<file path="src/rtl/scan_mux_pkg.sv">
// Shared types and helpers for the scan_mux channel selector.
package scan_mux_pkg;

  typedef enum logic [1:0] {
    StIdle,
    StManual,
    StScan
  } state_e;

  // Width needed to index n items; never narrower than one bit.
  function automatic int unsigned sel_width(input int unsigned n);
    return (n <= 2) ? 1 : $clog2(n);
  endfunction

endpackage

</file>
<file path="src/rtl/scan_mux_sel.sv">
// Combinational N:1 W-bit channel selector; out-of-range indices yield zero data and err.
module scan_mux_sel
  import scan_mux_pkg::*;
#(
  parameter int unsigned N  = 7,
  parameter int unsigned W  = 1,
  parameter int unsigned SW = sel_width(N)
) (
  input  logic [N*W-1:0] a,
  input  logic [SW-1:0]  idx,
  output logic [W-1:0]   data,
  output logic           err
);

  always_comb begin
    data = '0;
    err  = 1'b1;
    for (int k = 0; k < int'(N); k++) begin
      if (idx == SW'(k)) begin
        data = a[k*W +: W];
        err  = 1'b0;
      end
    end
  end

endmodule

</file>
<file path="src/rtl/scan_mux.sv">
// Registered channel multiplexer with manual single-shot selection and dwell-timed auto-scan.
module scan_mux
  import scan_mux_pkg::*;
#(
  parameter int unsigned N     = 7,
  parameter int unsigned W     = 1,
  parameter int unsigned DWELL = 1,
  localparam int unsigned SW   = sel_width(N),
  localparam int unsigned DW   = sel_width(DWELL)
) (
  input  logic          clk,
  input  logic          rst,
  input  logic [N*W-1:0] a,
  input  logic [SW-1:0] s,
  input  logic          s_valid,
  input  logic          scan_en,
  output logic [W-1:0]  out,
  output logic          out_valid,
  output logic [SW-1:0] cur_ch,
  output logic          sel_err,
  output logic          wrap
);

  state_e        state_q, state_d;
  logic [SW-1:0] req_q;
  logic [SW-1:0] ch_q;
  logic [DW-1:0] dwell_q;
  logic          wrap_pend_q;

  logic [SW-1:0] sel_idx;
  logic [W-1:0]  sel_data;
  logic          sel_oor;

  assign sel_idx = (state_q == StScan) ? ch_q : req_q;

  scan_mux_sel #(
    .N  (N),
    .W  (W),
    .SW (SW)
  ) u_sel (
    .a    (a),
    .idx  (sel_idx),
    .data (sel_data),
    .err  (sel_oor)
  );

  // scan_en has priority over a manual request in every state.
  always_comb begin
    state_d = state_q;
    unique case (state_q)
      StIdle: begin
        if (scan_en)      state_d = StScan;
        else if (s_valid) state_d = StManual;
      end
      StManual: begin
        if (scan_en)      state_d = StScan;
        else if (s_valid) state_d = StManual;
        else              state_d = StIdle;
      end
      StScan: begin
        if (!scan_en) state_d = StIdle;
      end
      default: state_d = StIdle;
    endcase
  end

  always_ff @(posedge clk) begin
    if (rst) begin
      state_q     <= StIdle;
      req_q       <= '0;
      ch_q        <= '0;
      dwell_q     <= '0;
      wrap_pend_q <= 1'b0;
      out         <= '0;
      out_valid   <= 1'b0;
      cur_ch      <= '0;
      sel_err     <= 1'b0;
      wrap        <= 1'b0;
    end else begin
      state_q   <= state_d;
      out_valid <= 1'b0;
      wrap      <= 1'b0;
      case (state_q)
        StIdle: begin
          if (!scan_en && s_valid) req_q <= s;
        end
        StManual: begin
          out       <= sel_data;
          cur_ch    <= req_q;
          out_valid <= 1'b1;
          sel_err   <= sel_oor;
          if (!scan_en && s_valid) req_q <= s;
        end
        StScan: begin
          if (scan_en) begin
            out         <= sel_data;
            cur_ch      <= ch_q;
            out_valid   <= 1'b1;
            wrap        <= wrap_pend_q;
            wrap_pend_q <= 1'b0;
            if (dwell_q == DW'(DWELL - 1)) begin
              dwell_q <= '0;
              if (ch_q == SW'(N - 1)) begin
                ch_q        <= '0;
                wrap_pend_q <= 1'b1;
              end else begin
                ch_q <= ch_q + SW'(1);
              end
            end else begin
              dwell_q <= dwell_q + DW'(1);
            end
          end
        end
        default: ;
      endcase
      // Every fresh entry into scan starts from channel 0.
      if (state_d == StScan && state_q != StScan) begin
        ch_q        <= '0;
        dwell_q     <= '0;
        wrap_pend_q <= 1'b0;
      end
    end
  end

endmodule

</file>
<file path="config.mk">
export PLATFORM = sky130hd
export DESIGN_NAME = scan_mux
export DESIGN_NICKNAME = d
export VERILOG_FILES = /design/src/rtl/scan_mux_pkg.sv /design/src/rtl/scan_mux_sel.sv /design/src/rtl/scan_mux.sv
export SDC_FILE = /design/constraint.sdc
export NUM_CORES = 1
export LEC_CHECK = 0
export BUFFER_PORTS_ARGS = -buffer_cell sky130_fd_sc_hd__buf_2
export CORE_MARGIN = 2
export CORE_UTILIZATION = 48
export CTS_BUF_LIST = sky130_fd_sc_hd__clkbuf_4
export DETAILED_ROUTE_END_ITERATION = 10
export PLACE_DENSITY = 0.76
export RECOVER_POWER = 25
export SLEW_MARGIN = 20
export SYNTH_ARGS = -nofsm -noshare
export SYNTH_HDL_FRONTEND = slang
export SYNTH_SLANG_ARGS = --single-unit
</file>
<file path="constraint.sdc">
create_clock -name clk -period 1.81 [get_ports clk]
set_clock_uncertainty 0.1 [all_clocks]
set_input_delay 0.0905 -clock clk [delete_from_list [all_inputs] [get_ports clk]]
set_output_delay 0.0905 -clock clk [all_outputs]
set_load 0.005 [all_outputs]
</file>
==> results of run 1 <==
-- logic make-up after synthesis --
group	count (synthesis)	synth area share (%)
AND/OR/NAND/NOR	29	18.21
buffers and inverters	9	5.073
flip-flops	16	38.21
AO/OA/AOI/OAI	16	14.48
adder cells (fa/ha/maj)	4	5.970
multiplexers	12	18.06
-- power by group through the flow --
stage / Clock (mW) / Combinational [mW] / Sequential (mW)
6_report: 0.198 / 0.213 / 0.387
3_5_place_dp: 0 / 0.183 / 0.394
2_1_floorplan: 0 / 0.121 / 0.394
4_1_cts: 0.198 / 0.190 / 0.385
3_3_place_gp: 0 / 0.179 / 0.392
5_1_grt: 0.220 / 0.233 / 0.391
-- layout by cell type (no fill, tap or decap), types with 2 or more instances in the layout --
| cell | instances |
|---|---|
| sky130_fd_sc_hd__a211oi_1 | 3 |
| sky130_fd_sc_hd__a21oi_1 | 5 |
| sky130_fd_sc_hd__buf_2 | 18 |
| sky130_fd_sc_hd__buf_4 | 6 |
| sky130_fd_sc_hd__buf_6 | 2 |
| sky130_fd_sc_hd__clkbuf_1 | 2 |
| sky130_fd_sc_hd__clkbuf_4 | 3 |
| sky130_fd_sc_hd__dfxtp_1 | 14 |
| sky130_fd_sc_hd__dfxtp_2 | 2 |
| sky130_fd_sc_hd__dlygate4sd3_1 | 3 |
| sky130_fd_sc_hd__ha_4 | 2 |
| sky130_fd_sc_hd__inv_1 | 3 |
| sky130_fd_sc_hd__mux2i_1 | 8 |
| sky130_fd_sc_hd__nand2_1 | 4 |
| sky130_fd_sc_hd__nand3_1 | 2 |
| sky130_fd_sc_hd__nor2_1 | 7 |
| sky130_fd_sc_hd__nor3_1 | 5 |
| sky130_fd_sc_hd__nor3_2 | 2 |
| sky130_fd_sc_hd__nor3b_1 | 6 |
| sky130_fd_sc_hd__o21ai_0 | 2 |
-- per-layer routing --
| layer | GRT usage, % | wire (um) |
|---|---|---|
| met5 | 0 | 0 |
| met4 | 6.857 | 25 |
| met3 | 5.556 | 118 |
| met2 | 32.11 | 932 |
| met1 | 24.51 | 826 |
-- flip-flops by register name, indices dropped and copies added (netlist names) --
name,cells
ch_q,3
cur_ch,3
req_q,3
state_q,2
out,1
out_valid,1
sel_err,1
wrap,1
wrap_pend_q,1
-- stage by stage --
stage	power [mW]	instances	hold slack (ns)	worst slack, ns	instance area (sq um)
global route	0.8439	133	0.05974	-0.09726	1099
finish	0.7983	133	0.05197	0.01830	1099
CTS	0.7736	132	0.05437	0.01415	1041
global placement	0.5705	125	0.2183	0.09019	984.7
floorplan	0.5149	86	0.1344	0.05746	838.3
detailed placement	0.5767	125	0.2399	0.04238	984.7
-- area by class of cell --
cell class	instances	area share [%]
multi-input combinational	61	47.15
sequential	16	29.39
timing repair buffer	31	17.77
clock buffer	3	2.050
tap	17	1.936
inverter	4	1.367
clock inverter	1	0.3417
-- worst max-delay path by stage --
stage | to | startpoint | slack (ns)
5_1_grt | ch_q[1]$_SDFFE_PP0P_ | state_q[0]$_SDFF_PP0_ | -0.1
6_report | ch_q[1]$_SDFFE_PP0P_ | state_q[0]$_SDFF_PP0_ | 0.02
3_5_place_dp | out$_SDFFE_PP0P_ | state_q[0]$_SDFF_PP0_ | 0.04
4_1_cts | out$_SDFFE_PP0P_ | state_q[0]$_SDFF_PP0_ | 0.01
3_3_place_gp | out$_SDFFE_PP0P_ | state_q[0]$_SDFF_PP0_ | 0.09
2_1_floorplan | out$_SDFFE_PP0P_ | state_q[0]$_SDFF_PP0_ | 0.06
-- repair_timing --
| action | CTS | global route |
|---|---|---|
| resized for setup | 0 | 13 |
| setup buffers | 0 | 1 |
| hold buffers | 3 | 0 |
| setup endpoints to repair | 0 | 5 |
| hold endpoints to repair | 3 | 0 |
==> run summary, run 1 <==
===============================================================================================
Clock buffer count from CTS                                                                   3
Layout cell share with drive strength beyond 1                                           39.66%
Maximum vdd ir drop                                                                   0.4380 mV
Class of the most critical setup path                                              register to register
Minimum clock period after layout                                                      1.792 ns
Via count of the first global-routing pass                                                  668
Period Utilization, post-route                                                           98.99%
Number of hold-slack violations in the final timing report                                    0
Distinct cell type count after synthesis                                                     29
Length of the first detailed-routing pass in iterations                                       4
Synthesis-to-layout area growth                                                          31.04%
Slew Limit Fails                                                                              0
P_int                                                                                  565.5 uW
Library cell used as clock root buffer                                             sky130_fd_sc_hd__clkbuf_4
Via count                                                                                   723
Area of combinational cells with multiple inputs                                    518.0 sq um
Clock input transition at the sequential cells of the worst setup and hold paths        0.10 ns
Initial antenna violation count                                                               0
CTS tree                                                                                    yes
Cell types with the highest counts after synthesis                                 sky130_fd_sc_hd__dfxtp_1, sky130_fd_sc_hd__mux2i_1, sky130_fd_sc_hd__nor2_1
Critical Path Stages                                                                          8
Routability Congestion                                                                   0.7589
Syn nets                                                                                    104
Worst slew margin relative to its limit                                                  77.81%
Core outline area                                                                    1689 sq um
I/O pin count                                                                                21
Area occupied by registers                                                          322.8 sq um
Count of flip-flops with a built-in enable after synthesis                                    0
Max capacitance violation total                                                               0
HP Class                                                                           input port to register
Clock network power share                                                                 24.8%
Count of port buffers added during placement                                                 20
Worst Hold End                                                                     req_q[2]$_SDFFE_PP0P_
Routed WL per cell                                                                     14.31 um
Setup slack, reg-to-reg                                                                 0.02 ns
Buffers from clock root to sink, at most                                                      2
Synthesized cell area                                                               838.3 sq um
Initial Utilization                                                                      49.63%
R2R cell count                                                                                8
Sequential cell area fraction in the yosys report                                        38.21%
End of the worst register-to-register path                                         ch_q[1]$_SDFFE_PP0P_
Routed wire length                                                                      1903 um
Cell accounting for the most synthesized area                                      sky130_fd_sc_hd__dfxtp_1
Total number of nets in the final design                                                    135
P per Cell Area                                                                    726.7 nW/um^2
Startpoint of the lowest-slack hold path                                                    rst
First-pass GRT wire length                                                              2891 um
Post-DP HPWL                                                                            1336 um
Fmax                                                                                 0.5581 GHz
Number of instances in the synthesized netlist                                               86
Sequential Power Share                                                                    48.5%
Height of the die                                                                      45.79 um
Endpoint type of the worst setup path                                                  register
Number of clock sinks seen by CTS                                                            16
Maximum number of pins on one net before global-route repair                                 17
Kind of cell adding the most delay to the critical path                            compound AO/OA/AOI/OAI gates
GRT overflow                                                                                  0
Top-count cell post-synth                                                          sky130_fd_sc_hd__dfxtp_1
Leakage                                                                               0.4704 nW
Hold-critical path depth                                                                      2
Final Setup Violations                                                                        0
Fraction of the core area covered by cells at the end of the flow                        65.04%
Starting DRC count in detailed routing                                                       12
Flip-flop and latch count after synthesis                                                    16
Crit-path cells                                                                    inv_2, ha_4, buf_6, mux2i_1, o32ai_2, a2111oi_2, buf_4, nor3_1
Unrepaired setup endpoints after global routing                                            true
Critical path fanouts, max                                                                    4
Share of Yosys cell area claimed by the top area cell type                               38.21%
Arr. time, crit path                                                                    1.87 ns
Critical register-to-register path startpoint                                      state_q[0]$_SDFF_PP0_
CP Launch Type                                                                         register
Count of nets left with antenna violations after detail routing                               0
Die outline area                                                                     2097 sq um
Least-Margin Pin Slew                                                                 0.3237 ns
Data required time of the critical path                                                 1.88 ns
Diode count                                                                                   0
Overall track demand over capacity in global routing                                     19.61%
Synth Warn #                                                                                  0
CP peak stage delay                                                                     0.35 ns
P_sw                                                                                   232.8 uW
Rows                                                                                         15
Via density per instance                                                                  5.436
Switching part of the total power                                                        29.16%
H-tree lvl count                                                                              1
Overall die width                                                                      45.79 um
Max stage delay cell, worst path                                                   sky130_fd_sc_hd__dfxtp_2
Status                                                                             finished, final reports clean
Accumulated negative setup slack                                                           0 ns
Filler cells                                                                                141
Later-pin clock latency in the skew report                                              0.30 ns
DRC violation count after routing                                                             0
Per-instance average area after synthesis                                           9.748 sq um
Flip-flop cell with the highest count after synthesis                              sky130_fd_sc_hd__dfxtp_1
Synth async-reset ratio                                                                      0%
WP buf/inv                                                                                    3
Combinational fraction of design power                                                    26.6%
Top area cells in the synthesized netlist                                          sky130_fd_sc_hd__dfxtp_1, sky130_fd_sc_hd__mux2i_1, sky130_fd_sc_hd__ha_1
===============================================================================================
Power figures use the tool's default switching activity.
==> run 2, diff against run 1 <==
--- a/config.mk
+++ b/config.mk
@@ -7,10 +7,10 @@
 export LEC_CHECK = 0
 export BUFFER_PORTS_ARGS = -buffer_cell sky130_fd_sc_hd__buf_2
 export CORE_MARGIN = 2
-export CORE_UTILIZATION = 48
-export CTS_BUF_LIST = sky130_fd_sc_hd__clkbuf_4
+export CORE_UTILIZATION = 45
+export CTS_BUF_LIST = sky130_fd_sc_hd__clkbuf_16
 export DETAILED_ROUTE_END_ITERATION = 10
-export PLACE_DENSITY = 0.76
+export PLACE_DENSITY = 0.72
 export RECOVER_POWER = 25
 export SLEW_MARGIN = 20
 export SYNTH_ARGS = -nofsm -noshare
==> run summary, run 2 (same netlist as run 1, synthesis figures left out) <==
===============================================================================================
Library cell used as clock root buffer                                             sky130_fd_sc_hd__clkbuf_16
CP Launch Type                                                                         register
Final Setup Violations                                                                        0
Via count of the first global-routing pass                                                  659
Diode count                                                                                   0
Minimum clock period after layout                                                      1.742 ns
End of the worst register-to-register path                                         ch_q[1]$_SDFFE_PP0P_
CTS tree                                                                                    yes
Die outline area                                                                     2224 sq um
Routed WL per cell                                                                     12.54 um
Overall track demand over capacity in global routing                                     18.15%
Count of nets left with antenna violations after detail routing                               0
Via density per instance                                                                  5.113
P per Cell Area                                                                    881.4 nW/um^2
Period Utilization, post-route                                                           96.24%
Synthesis-to-layout area growth                                                          37.31%
Data required time of the critical path                                                 1.83 ns
Overall die width                                                                      47.16 um
Status                                                                             finished, final reports clean
Commonest non-fill, non-tap cells in the layout                                    sky130_fd_sc_hd__buf_2, sky130_fd_sc_hd__dfxtp_1, sky130_fd_sc_hd__nor2_1, sky130_fd_sc_hd__mux2i_1, sky130_fd_sc_hd__buf_4
Filler cells                                                                                143
Post-DP HPWL                                                                            1326 um
Rows                                                                                         15
Least-Margin Pin Slew                                                                 0.4192 ns
Routability Congestion                                                                   0.8149
Fmax                                                                                 0.5741 GHz
Initial antenna violation count                                                               0
Startpoint of the worst setup timing path                                          state_q[0]$_SDFF_PP0_
First-pass GRT wire length                                                              2718 um
H-tree lvl count                                                                              1
Post-CTS setup repair buffer count                                                            0
Worst slew margin relative to its limit                                                  71.76%
Leading registers by flop count                                                    ch_q x3, cur_ch x3, req_q x3
Length of the first detailed-routing pass in iterations                                       4
Starting DRC count in detailed routing                                                        4
Area occupied by registers                                                          321.6 sq um
Layout cell share with drive strength beyond 1                                           34.19%
Count of port buffers added during placement                                                 20
Routed wire length                                                                      1780 um
R2R cell count                                                                                8
DRC violation count after routing                                                             0
HP Class                                                                           input port to register
Endpoint type of the worst setup path                                                  register
Maximum vdd ir drop                                                                   0.9371 mV
Leakage                                                                               0.4890 nW
Clock buffer count from CTS                                                                   3
Initial Utilization                                                                      48.03%
Total number of nets in the final design                                                    136
Clock input transition at the sequential cells of the worst setup and hold paths        0.05 ns
GRT overflow                                                                                  0
Slew Limit Fails                                                                              0
Number of clock sinks seen by CTS                                                            16
I/O pin count                                                                                21
Critical path fanouts, max                                                                    4
Accumulated negative setup slack                                                           0 ns
Max capacitance violation total                                                               0
Maximum number of pins on one net before global-route repair                                 17
Total placed instance area                                                           1010 sq um
Class of the most critical setup path                                              register to register
Post-Layout Inst Area                                                                1151 sq um
Most common cell after layout, fill and taps aside                                 sky130_fd_sc_hd__buf_2
Destination of the critical timing path                                            ch_q[1]$_SDFFE_PP0P_
Hold-critical path depth                                                                      2
Buffers from clock root to sink, at most                                                      2
Arr. time, crit path                                                                    1.76 ns
Setup slack, reg-to-reg                                                                 0.07 ns
Later-pin clock latency in the skew report                                              0.24 ns
Core outline area                                                                    1745 sq um
Area of combinational cells with multiple inputs                                    508.0 sq um
Via count                                                                                   726
Critical register-to-register path startpoint                                      state_q[0]$_SDFF_PP0_
Height of the die                                                                      47.16 um
Number of hold-slack violations in the final timing report                                    0
===============================================================================================
## run 2: cell types whose count changed in the layout (fill, tap and decap cells not counted), sizes merged
cell,delta
clkbuf,+2
buf,-1
## run 2: worst min-delay path by stage
stage | from | endpoint | slack, ns
floorplan | s[0] | req_q[0]$_SDFFE_PP0P_ | 0.13
global placement | s[2] | req_q[2]$_SDFFE_PP0P_ | 0.22
detailed placement | s[1] | req_q[1]$_SDFFE_PP0P_ | 0.23
CTS | rst | req_q[0]$_SDFFE_PP0P_ | 0.1
global route | rst | req_q[2]$_SDFFE_PP0P_ | 0.12
finish | rst | req_q[0]$_SDFFE_PP0P_ | 0.10
## run 2: power breakdown
part	switching [mW]	internal, mW
Combinational	0.0981	0.107
Clock	0.127	0.292
Sequential	0.0163	0.374
Total	0.241	0.773
## run 2: what timing repair did
action | 4_1_cts | 5_1_grt
hold endpoints to repair | 3 | 0
hold buffers | 3 | 0
pin swaps | 0 | 1
endpoints found under the setup margin | 1 | 6
gates resized for setup | 1 | 6
## run 2: final cells by class
cell class	count	area share, %
Multi-Input combinational cell	61	44.13
Sequential cell	16	27.93
Timing Repair Buffer	32	17.07
Clock buffer	3	6.522
Tap cell	25	2.717
Inverter	4	1.304
Clock inverter	1	0.3261
## run 2: per-layer routing
layer / share of wire (%) / wire length (um) / vias to the layer above / global-route usage, %
met5: 0 / 0 / - / 0
met4: 1.6 / 29 / 0 / 6.667
met3: 3.8 / 68 / 4 / 7.308
met2: 50 / 896 / 13 / 32.05
met1: 44 / 785 / 336 / 19.40
li1: - / - / 373 / -
## run 2: per-stage QoR
stage | total power [mW] | cells | utilization [%] | setup WS, ns | hold WS [ns]
after floorplan | 0.5149 | 86 | - | 0.05746 | 0.1344
after global placement | 0.5713 | 135 | 57.85 | 0.08449 | 0.2230
after detailed placement | 0.5770 | 135 | 57.85 | 0.01078 | 0.2301
after CTS | 1.006 | 142 | 64.23 | 0.007277 | 0.09951
after global routing | 1.062 | 142 | 65.95 | -0.004855 | 0.1200
final | 1.015 | 142 | 65.95 | 0.06808 | 0.1047
## run 2: worst max-delay path: stages (launching register included)
cell                        delay (ns)
sky130_fd_sc_hd__dfxtp_1          0.31
sky130_fd_sc_hd__inv_2            0.08
sky130_fd_sc_hd__ha_4             0.15
sky130_fd_sc_hd__buf_4            0.14
sky130_fd_sc_hd__a21o_2           0.13
sky130_fd_sc_hd__nand2_1          0.11
sky130_fd_sc_hd__a2111oi_4        0.38
sky130_fd_sc_hd__buf_4            0.18
sky130_fd_sc_hd__nor3_1           0.05
